[src/rtl/noc_output_arbiter.sv]
// ---------------------------------------------------------------------------
// NocOutputArbiter (module noc_output_arbiter)
//
// Wormhole round-robin arbiter for a single router output port. It sits
// between NUM_IN first-word-fall-through input FIFOs and one output FIFO.
// One input is granted per packet, and that grant is held from head to tail.
// One flit moves per cycle while the granted input has data and the output
// has room.
//
// Flit type lives in data[WIDTH-1:WIDTH-2]:
//   2'b10 HEAD, 2'b00 BODY, 2'b01 TAIL, 2'b11 SINGLE
//
// Optional feature macro: NOC_ARB_STATS_EN
//   defined   : per-input saturating packet counters drive o_pkt_cnt
//   undefined : o_pkt_cnt is tied to zero and no counter flops exist
//
// Ports
//   clk            rising-edge clock
//   rst            asynchronous active-high reset
//   i_clear        synchronous clear, same effect as rst
//   i_empty        input FIFO empty flags, one per input
//   i_data         input FIFO head flits, input k at [k*WIDTH +: WIDTH]
//   o_pop          input FIFO pops (combinational, one-hot or zero)
//   i_almost_full  output FIFO almost-full (one slot of headroom left)
//   o_push         output FIFO push (registered)
//   o_data         output FIFO data (registered)
//   o_grant        current one-hot grant, zero when idle
//   o_busy         high while a packet is locked through
//   o_drop         one-cycle pulse after a stray non-head flit was discarded
//   o_pkt_cnt      packets completed per input, input k at [k*CNT_WIDTH +: CNT_WIDTH]
// ---------------------------------------------------------------------------
module noc_output_arbiter #(
  parameter int NUM_IN    = 4,
  parameter int WIDTH     = 34,
  parameter int CNT_WIDTH = 16
) (
  input  logic                        clk,
  input  logic                        rst,
  input  logic                        i_clear,
  input  logic [NUM_IN-1:0]           i_empty,
  input  logic [NUM_IN*WIDTH-1:0]     i_data,
  output logic [NUM_IN-1:0]           o_pop,
  input  logic                        i_almost_full,
  output logic                        o_push,
  output logic [WIDTH-1:0]            o_data,
  output logic [NUM_IN-1:0]           o_grant,
  output logic                        o_busy,
  output logic                        o_drop,
  output logic [NUM_IN*CNT_WIDTH-1:0] o_pkt_cnt
);

  localparam int IDX_W = (NUM_IN > 1) ? $clog2(NUM_IN) : 1;

  typedef enum logic {
    IDLE,
    LOCKED
  } state_t;

  state_t              state;
  logic [IDX_W-1:0]    ptr;
  logic [IDX_W-1:0]    gnt_idx;
  logic [NUM_IN-1:0]   grant_q;

  logic [NUM_IN-1:0]   req;
  logic [NUM_IN-1:0]   bad;
  logic [IDX_W-1:0]    bad_idx;
  logic [IDX_W-1:0]    pick_idx;
  logic                pick_found;
  logic [WIDTH-1:0]    g_flit;
  logic                g_last;
  logic                xfer;
  logic [NUM_IN-1:0]   pop_c;

  // The top type bit alone separates packet starters (HEAD, SINGLE) from
  // continuation flits (BODY, TAIL), so request/stray classification only
  // needs that bit of each input's head flit.
  always_comb begin
    req = '0;
    bad = '0;
    for (int k = 0; k < NUM_IN; k++) begin
      req[k] = !i_empty[k] &&  i_data[k*WIDTH + WIDTH - 1];
      bad[k] = !i_empty[k] && !i_data[k*WIDTH + WIDTH - 1];
    end
  end

  // Lowest-index stray flit gets discarded first when idle.
  always_comb begin
    bad_idx = '0;
    for (int k = NUM_IN - 1; k >= 0; k--) begin
      if (bad[k]) begin
        bad_idx = k[IDX_W-1:0];
      end
    end
  end

  // Round-robin search starting just after the last input that finished a
  // packet, wrapping around; the last-served input is considered last.
  always_comb begin
    int cand;
    pick_idx   = '0;
    pick_found = 1'b0;
    cand       = 0;
    for (int i = 1; i <= NUM_IN; i++) begin
      cand = int'(ptr) + i;
      if (cand >= NUM_IN) begin
        cand = cand - NUM_IN;
      end
      if (!pick_found && req[cand]) begin
        pick_idx   = cand[IDX_W-1:0];
        pick_found = 1'b1;
      end
    end
  end

  // Granted input's head flit; bit WIDTH-2 set means TAIL or SINGLE, i.e.
  // this flit closes the packet.
  always_comb begin
    g_flit = i_data[int'(gnt_idx)*WIDTH +: WIDTH];
    g_last = g_flit[WIDTH-2];
  end

  // Almost-full already reserves one slot, so popping only when it is low
  // guarantees the registered push one cycle later always fits.
  assign xfer = (state == LOCKED) && !i_empty[gnt_idx] && !i_almost_full;

  // Pops are combinational so the FWFT head advances in the same cycle the
  // flit is captured into o_data. No pop happens in the arbitration cycle.
  always_comb begin
    pop_c = '0;
    if (state == IDLE) begin
      if (|bad) begin
        pop_c[bad_idx] = 1'b1;
      end
    end else if (xfer) begin
      pop_c = grant_q;
    end
  end

  // Pop is forced low while reset is asserted; clear does not gate it, so a
  // flit popped in the clear cycle is deliberately lost.
  assign o_pop = rst ? '0 : pop_c;

  // Main arbiter state machine. Clear behaves exactly like reset, but
  // synchronously. Push and drop are single-cycle strobes.
  always_ff @(posedge clk or posedge rst) begin
    if (rst) begin
      state   <= IDLE;
      ptr     <= IDX_W'(NUM_IN - 1);
      gnt_idx <= '0;
      grant_q <= '0;
      o_push  <= 1'b0;
      o_data  <= '0;
      o_drop  <= 1'b0;
    end else if (i_clear) begin
      state   <= IDLE;
      ptr     <= IDX_W'(NUM_IN - 1);
      gnt_idx <= '0;
      grant_q <= '0;
      o_push  <= 1'b0;
      o_data  <= '0;
      o_drop  <= 1'b0;
    end else begin
      o_push <= 1'b0;
      o_drop <= 1'b0;
      case (state)
        IDLE: begin
          // Stray continuation flits are flushed before any new grant.
          if (|bad) begin
            o_drop <= 1'b1;
          end else if (pick_found) begin
            grant_q <= NUM_IN'(1) << pick_idx;
            gnt_idx <= pick_idx;
            state   <= LOCKED;
          end
        end
        LOCKED: begin
          // Grant is held while the input is empty: wormhole, no timeout.
          if (xfer) begin
            o_push <= 1'b1;
            o_data <= g_flit;
            if (g_last) begin
              state   <= IDLE;
              grant_q <= '0;
              ptr     <= gnt_idx;
            end
          end
        end
        default: begin
          state <= IDLE;
        end
      endcase
    end
  end

  assign o_grant = grant_q;
  assign o_busy  = (state == LOCKED);

`ifdef NOC_ARB_STATS_EN
  logic [CNT_WIDTH-1:0] pkt_cnt [NUM_IN];

  // One count per completed packet (TAIL or SINGLE transferred), sticking
  // at all-ones rather than wrapping.
  always_ff @(posedge clk or posedge rst) begin
    if (rst) begin
      for (int k = 0; k < NUM_IN; k++) begin
        pkt_cnt[k] <= '0;
      end
    end else if (i_clear) begin
      for (int k = 0; k < NUM_IN; k++) begin
        pkt_cnt[k] <= '0;
      end
    end else if (xfer && g_last && (pkt_cnt[gnt_idx] != {CNT_WIDTH{1'b1}})) begin
      pkt_cnt[gnt_idx] <= pkt_cnt[gnt_idx] + 1'b1;
    end
  end

  always_comb begin
    o_pkt_cnt = '0;
    for (int k = 0; k < NUM_IN; k++) begin
      o_pkt_cnt[k*CNT_WIDTH +: CNT_WIDTH] = pkt_cnt[k];
    end
  end
`else
  assign o_pkt_cnt = '0;
`endif

endmodule

[config.mk]
export PLATFORM = sky130hd
export DESIGN_NAME = noc_output_arbiter
export DESIGN_NICKNAME = d
export VERILOG_FILES = /design/src/rtl/noc_output_arbiter.sv
export SDC_FILE = /design/constraint.sdc
export NUM_CORES = 1
export LEC_CHECK = 0
export ABC_AREA = 0
export CAP_MARGIN = 15
export CORE_ASPECT_RATIO = 1.25
export CORE_UTILIZATION = 35
export DETAILED_ROUTE_END_ITERATION = 8
export HOLD_SLACK_MARGIN = 0.15
export PLACE_DENSITY = 0.88
export SYNTH_ARGS = -nofsm -noshare
export SYNTH_HDL_FRONTEND = slang
export SYNTH_SLANG_ARGS = --single-unit
[constraint.sdc]
create_clock -name clk -period 2.9 [get_ports clk]
set_clock_uncertainty 0.2 [all_clocks]
set_input_delay 0.725 -clock clk [delete_from_list [all_inputs] [get_ports clk]]
set_output_delay 0.725 -clock clk [all_outputs]
set_load 0.05 [all_outputs]
# Yosys cells after proc, flatten, opt, wreduce, memory -nomap -nowiden
# Index checks and enable logic that the tools add are counted.
# op_classes
reduce_logical,36
add_sub_neg,8
bitwise_logic,1
multipliers,1
mux,65
n_lt_le_gt_ge,11
n_shift,2
eq_ne,6
# ops
op,n
$shiftx 136x9->34,1
$lt 32x4->1 const B,4
$mux 32,4
$mux 34,3
$mux 4,9
$mux 2,16
$mux 1,25
$logic_and 1x1->1,14
$logic_not 1->1,13
$sub 3x3->4 const B,3
$bmux 1 s2,5
$ge 3x3->1 const B,3
$pmux 4 s2,1
$reduce_bool 2->1,4
$mul 2x5->7 const B,1
$add 2x2->3 const B,2
$lt 2x3->1 const B,2
$ne 3x2->1 const B,2
$ne 3x3->1 const B,2
$reduce_and 3->1,2
$sub 4x3->5 const B,1
$add 2x3->4 const B,1
$ge 4x3->1 const B,1
$ne 2x2->1 const B,2
9 further kinds,9
# word_totals
input_bits,144
register_bits,45
wordCells,137

# Longest topological paths before layout
# depth
depth_word,21
mapped_depth,7

# Worst setup path after synthesis
# No wires, ideal clock.
# synth_timing
path_kind,input to output
startpoint,input i_empty[2]
endpoint,output o_pop[0]
arrival_ps,2934
slack_ps,-959
required_time_ps,1975
cell_stages,6
path_buffers,1
cell_sequence,mux2_4 > a211oi_4 > o21a_2 > buf_4 > nand2_1 > a211oi_1
# synth_via
elab_chain_len,12
# synth_lines
item,line_no,source
start: declaration,40,"input logic [NUM_IN-1:0] i_empty,"
$logic_not 1->1,82,bad[k] = !i_empty[k] && !i_data[k*WIDTH + WIDTH - 1];
$logic_and 1x1->1,82,
$mux 2 (3 in a row),90,if (bad[k]) begin
$lt 2x3->1 (not written as such) or $ge 2x1->1 (tied branches),132,pop_c[bad_idx] = 1'b1;
$logic_and 1x1->1 (not written as such),132,
$mux 1 (not written as such),132,
$demux 1 s2,132,
$mux 4,131,if (|bad) begin
$mux 4 (*),130,if (state == IDLE) begin
$mux 4 (*),141,assign o_pop = rst ? '0 : pop_c;
end: declaration,42,"output logic [NUM_IN-1:0] o_pop,"
# Mark *: on every way between the ends. The rest lies on a longest branch, timed or not. The select of a mux whose other input is x is not followed.

# Final worst setup path
# Same ends and word-level chain as after synthesis.

==> results by group <==
Route
  – 1st-iter DRT viols: 82
  – # DRC: 0
  – Antenna-violating nets left: 0
  – Via/cell ratio: 4.92
  – Vias: 3303
  – Total Routed Length: 10900 um
  – DRT Pass-1 Iters: 4
  – Drt wl/cell: 16.2 um

Worst setup path
  – CP startpoint kind: primary input
  – Worst EP arrival: 2.01 ns
  – R2R Setup Slk: 0.63 ns
  – R2r worst-path depth: 6
  – Crit. End Element: output pin
  – Setup CP Type: primary input to output pin
  – Critical path fanouts, max: 6
  – RR Startpoint: gnt_idx[0]
  – Worst R2R End: o_data[12]
  – CP Data Required Time: 1.98 ns

Hold path
  – Hold Path End: o_data[20]
  – HP Start: o_data[20]
  – Worst hold path cell count: 2
  – Hold Crit Class: flop to flop

Synthesis
  – Commonest register cell after synthesis: dfrtp_1
  – EDFF count, synth: 0
  – Seq cells post-synth: 45
  – Number of distinct library cells after synthesis: 39
  – Synth warnings: 0
  – Mapped Cells: 348
  – Post-Syn Area: roughly 3400 um2
  – Synth async-reset ratio: 100%
  – Share of the yosys chip area belonging to registers: around a third
  – Avg Cell Area, Syn: about 9.7 um2

Die
  – Core area: 9270 um2
  – Die height: 112 um
  – Horiz. Die Dim: between 90 and 100 um
  – Initial Util: 36.6%
  – Die Area: 10100 um2
  – Cell Rows: 39
  – # IOs: 253

Layout
  – Share of cells above drive strength 1: between 10% and 20%
  – Nets: 691
  – Area of the multi-input gates: slightly below 2000 um2
  – Non-Filler Instances: approximately 670
  – Number of fill cells: 775
  – Antenna Cells: 0
  – Sequential cell area: 1130 um2
  – Area Overhead vs Synth: 64.6%

CTS
  – CTS Sinks: 45
  – H-Tree Level Count: 2
  – CTS tree: yes
  – Clk Tree Root Cell: clkbuf_16
  – Bufs on Longest Clock Path: 2
  – Clk pin slew, worst setup/hold paths: about 0.060 ns
  – Num CTS Buffers: 5
  – Clock Latency Late Sink: 0.28 ns

Timing
  – Final hold vios: 0
  – Final setup vio count: 2
  – Slew of the pin with the lowest slew margin: 0.954 ns
  – Max Transition Viols Final: 0
  – Slew margin rel.: 36.2%
  – Peak Freq: roughly 0.34 GHz
  – Setup ws final: -0.0394 ns
  – Post-route minimum period: 2.94 ns
  – RSZ-0062 raised after global routing: true
  – Period utilisation layout: 101%

Flow run
  – Max_cap viols: 0

Outcome
  – Failing checks: negative setup slack
  – Outcome: complete, but fails checks

Place
  – HPWL after DPL: 8740 um
  – Placed cell count: 659
  – Number of buffers added on ports: 188
  – Gpl congestion: roughly 0.93
  – DP Worst Slack: -0.428 ns

Pwr
  – Lkg Pwr: 2.23 nW
  – Maximum VDD drop: between 200 and 300 uV
  – Pwr Density: 379 nW/um2

Global routing
  – Global route overflow: 0
  – GRT Util Overall: 21.1%
  – Global-route wire length before repair: around 17000 um
  – Vias in the first global route: between 3000 and 4000
  – Largest net degree at the start of global routing: 46
  – Initial antenna violation count: 0
[cell type report]
cell class | instances | area share, %
clock buffer | 6 | 2.49
multi-input combinational | 277 | 35.5
clock inverter | 2 | 0.673
tap | 123 | 2.76
timing repair buffer | 214 | 38.0
sequential | 45 | 20.3
inverter | 4 | 0.269
[worst max-delay path: stages]
cell and delay, ns:
buf_6 0.09, mux2_4 0.27, a211oi_4 0.23, o21a_4 0.22
nand2_4 0.06, a211oi_4 0.25, buf_12 0.17
[layout by cell type (no fill, tap or decap), types with 3 or more instances in the layout]
master and n:
buf_4 25, nor2_4 4, nand3_1 7, o21ai_0 3
mux4_2 34, dfrtp_1 41, inv_1 3, nor2_1 13
nand2_1 72, a21oi_1 40, conb_1 64, clkdlybuf4s50_1 177
nand2b_1 4, nor3_1 3, buf_12 5, clkbuf_16 5
o31ai_1 4
[cells by family after synthesis]
logic type,synth area share (%)
AO/OA/AOI/OAI,11.3
buffers and inverters,17.6
flip-flops,33.3
multiplexers,23.3
other,0.111
AND/OR/NAND/NOR,14.4
[synth_stat cells (2+ instances only)]
cell | instances | area share [%]
a31oi_1 | 2 | 0.37
nor2b_1 | 2 | 0.37
buf_2 | 7 | 1.0
nand2b_1 | 4 | 0.74
o21ai_0 | 3 | 0.44
nor2_1 | 17 | 1.9
a21oi_1 | 40 | 5.9
a22oi_1 | 3 | 0.66
inv_1 | 4 | 0.44
clkbuf_1 | 9 | 1.0
nand3_1 | 7 | 1.0
buf_1 | 2 | 0.22
nand4_1 | 2 | 0.37
dfstp_2 | 2 | 1.6
o221ai_1 | 2 | 0.52
buf_4 | 66 | 15
mux4_2 | 34 | 23
nand2_1 | 73 | 8.1
o31ai_1 | 4 | 0.89
dfrtp_1 | 43 | 32
nor3_1 | 4 | 0.59
[where the power goes]
| group | internal, mW | switching (mW) |
|---|---|---|
| clock network | 0.430 | 0.233 |
| logic | 0.336 | 0.445 |
| registers | 0.651 | 0.0212 |
[layer usage]
| layer | global-route usage [%] | vias up | share of wire, % | routed length [um] |
|---|---|---|---|---|
| met5 | 0 | - | 0 | 0 |
| met4 | 8.92 | 0 | 3.4 | 372 |
| met3 | 3.52 | 32 | 5.2 | 561 |
| met2 | 40.4 | 164 | 56 | 6050 |
| met1 | 22.6 | 1602 | 36 | 3900 |
| li1 | - | 1505 | - | - |
[sequential cells by signal, summed over array words and instances, names as in the netlist]
register / flops
ptr: 2
o_push: 1
gnt_idx: 2
o_busy: 1
o_drop: 1
o_data: 34
o_grant: 4
[worst max-delay path by stage]
| stage | start | slack [ns] | depth (start not counted) | to |
|---|---|---|---|---|
| floorplan | i_empty[2] | -0.23 | 6 | o_pop[0] |
| global placement | i_empty[2] | -0.38 | 7 | o_pop[0] |
| detailed placement | i_empty[2] | -0.43 | 7 | o_pop[0] |
| CTS | i_empty[2] | -0.11 | 7 | o_pop[0] |
| global route | i_empty[2] | -0.09 | 7 | o_pop[0] |
| finish | i_empty[2] | -0.04 | 7 | o_pop[0] |
[repair_timing]
action	in CTS	in global routing
hold buffers	0	0
setup endpoints to repair	4	4
buffers inserted	3	1
pin swaps	4	2
resized for setup	21	2
[through the flow]
| stage | setup TNS, ns | power (mW) | utilization, % | area (um2) | hold WS, ns |
|---|---|---|---|---|---|
| floorplan | -0.362 | 1.20 | - | 3670 | 0.302 |
| global placement | -1.34 | 1.44 | 57.6 | 5340 | 0.308 |
| detailed placement | -1.51 | 1.45 | 57.6 | 5340 | 0.314 |
| CTS | -0.165 | 2.13 | 60.1 | 5580 | 0.323 |
| global route | -0.169 | 2.19 | 60.2 | 5580 | 0.334 |
| finish | -0.0765 | 2.12 | 60.2 | 5580 | 0.321 |
(Power assumes the default switching activity.)
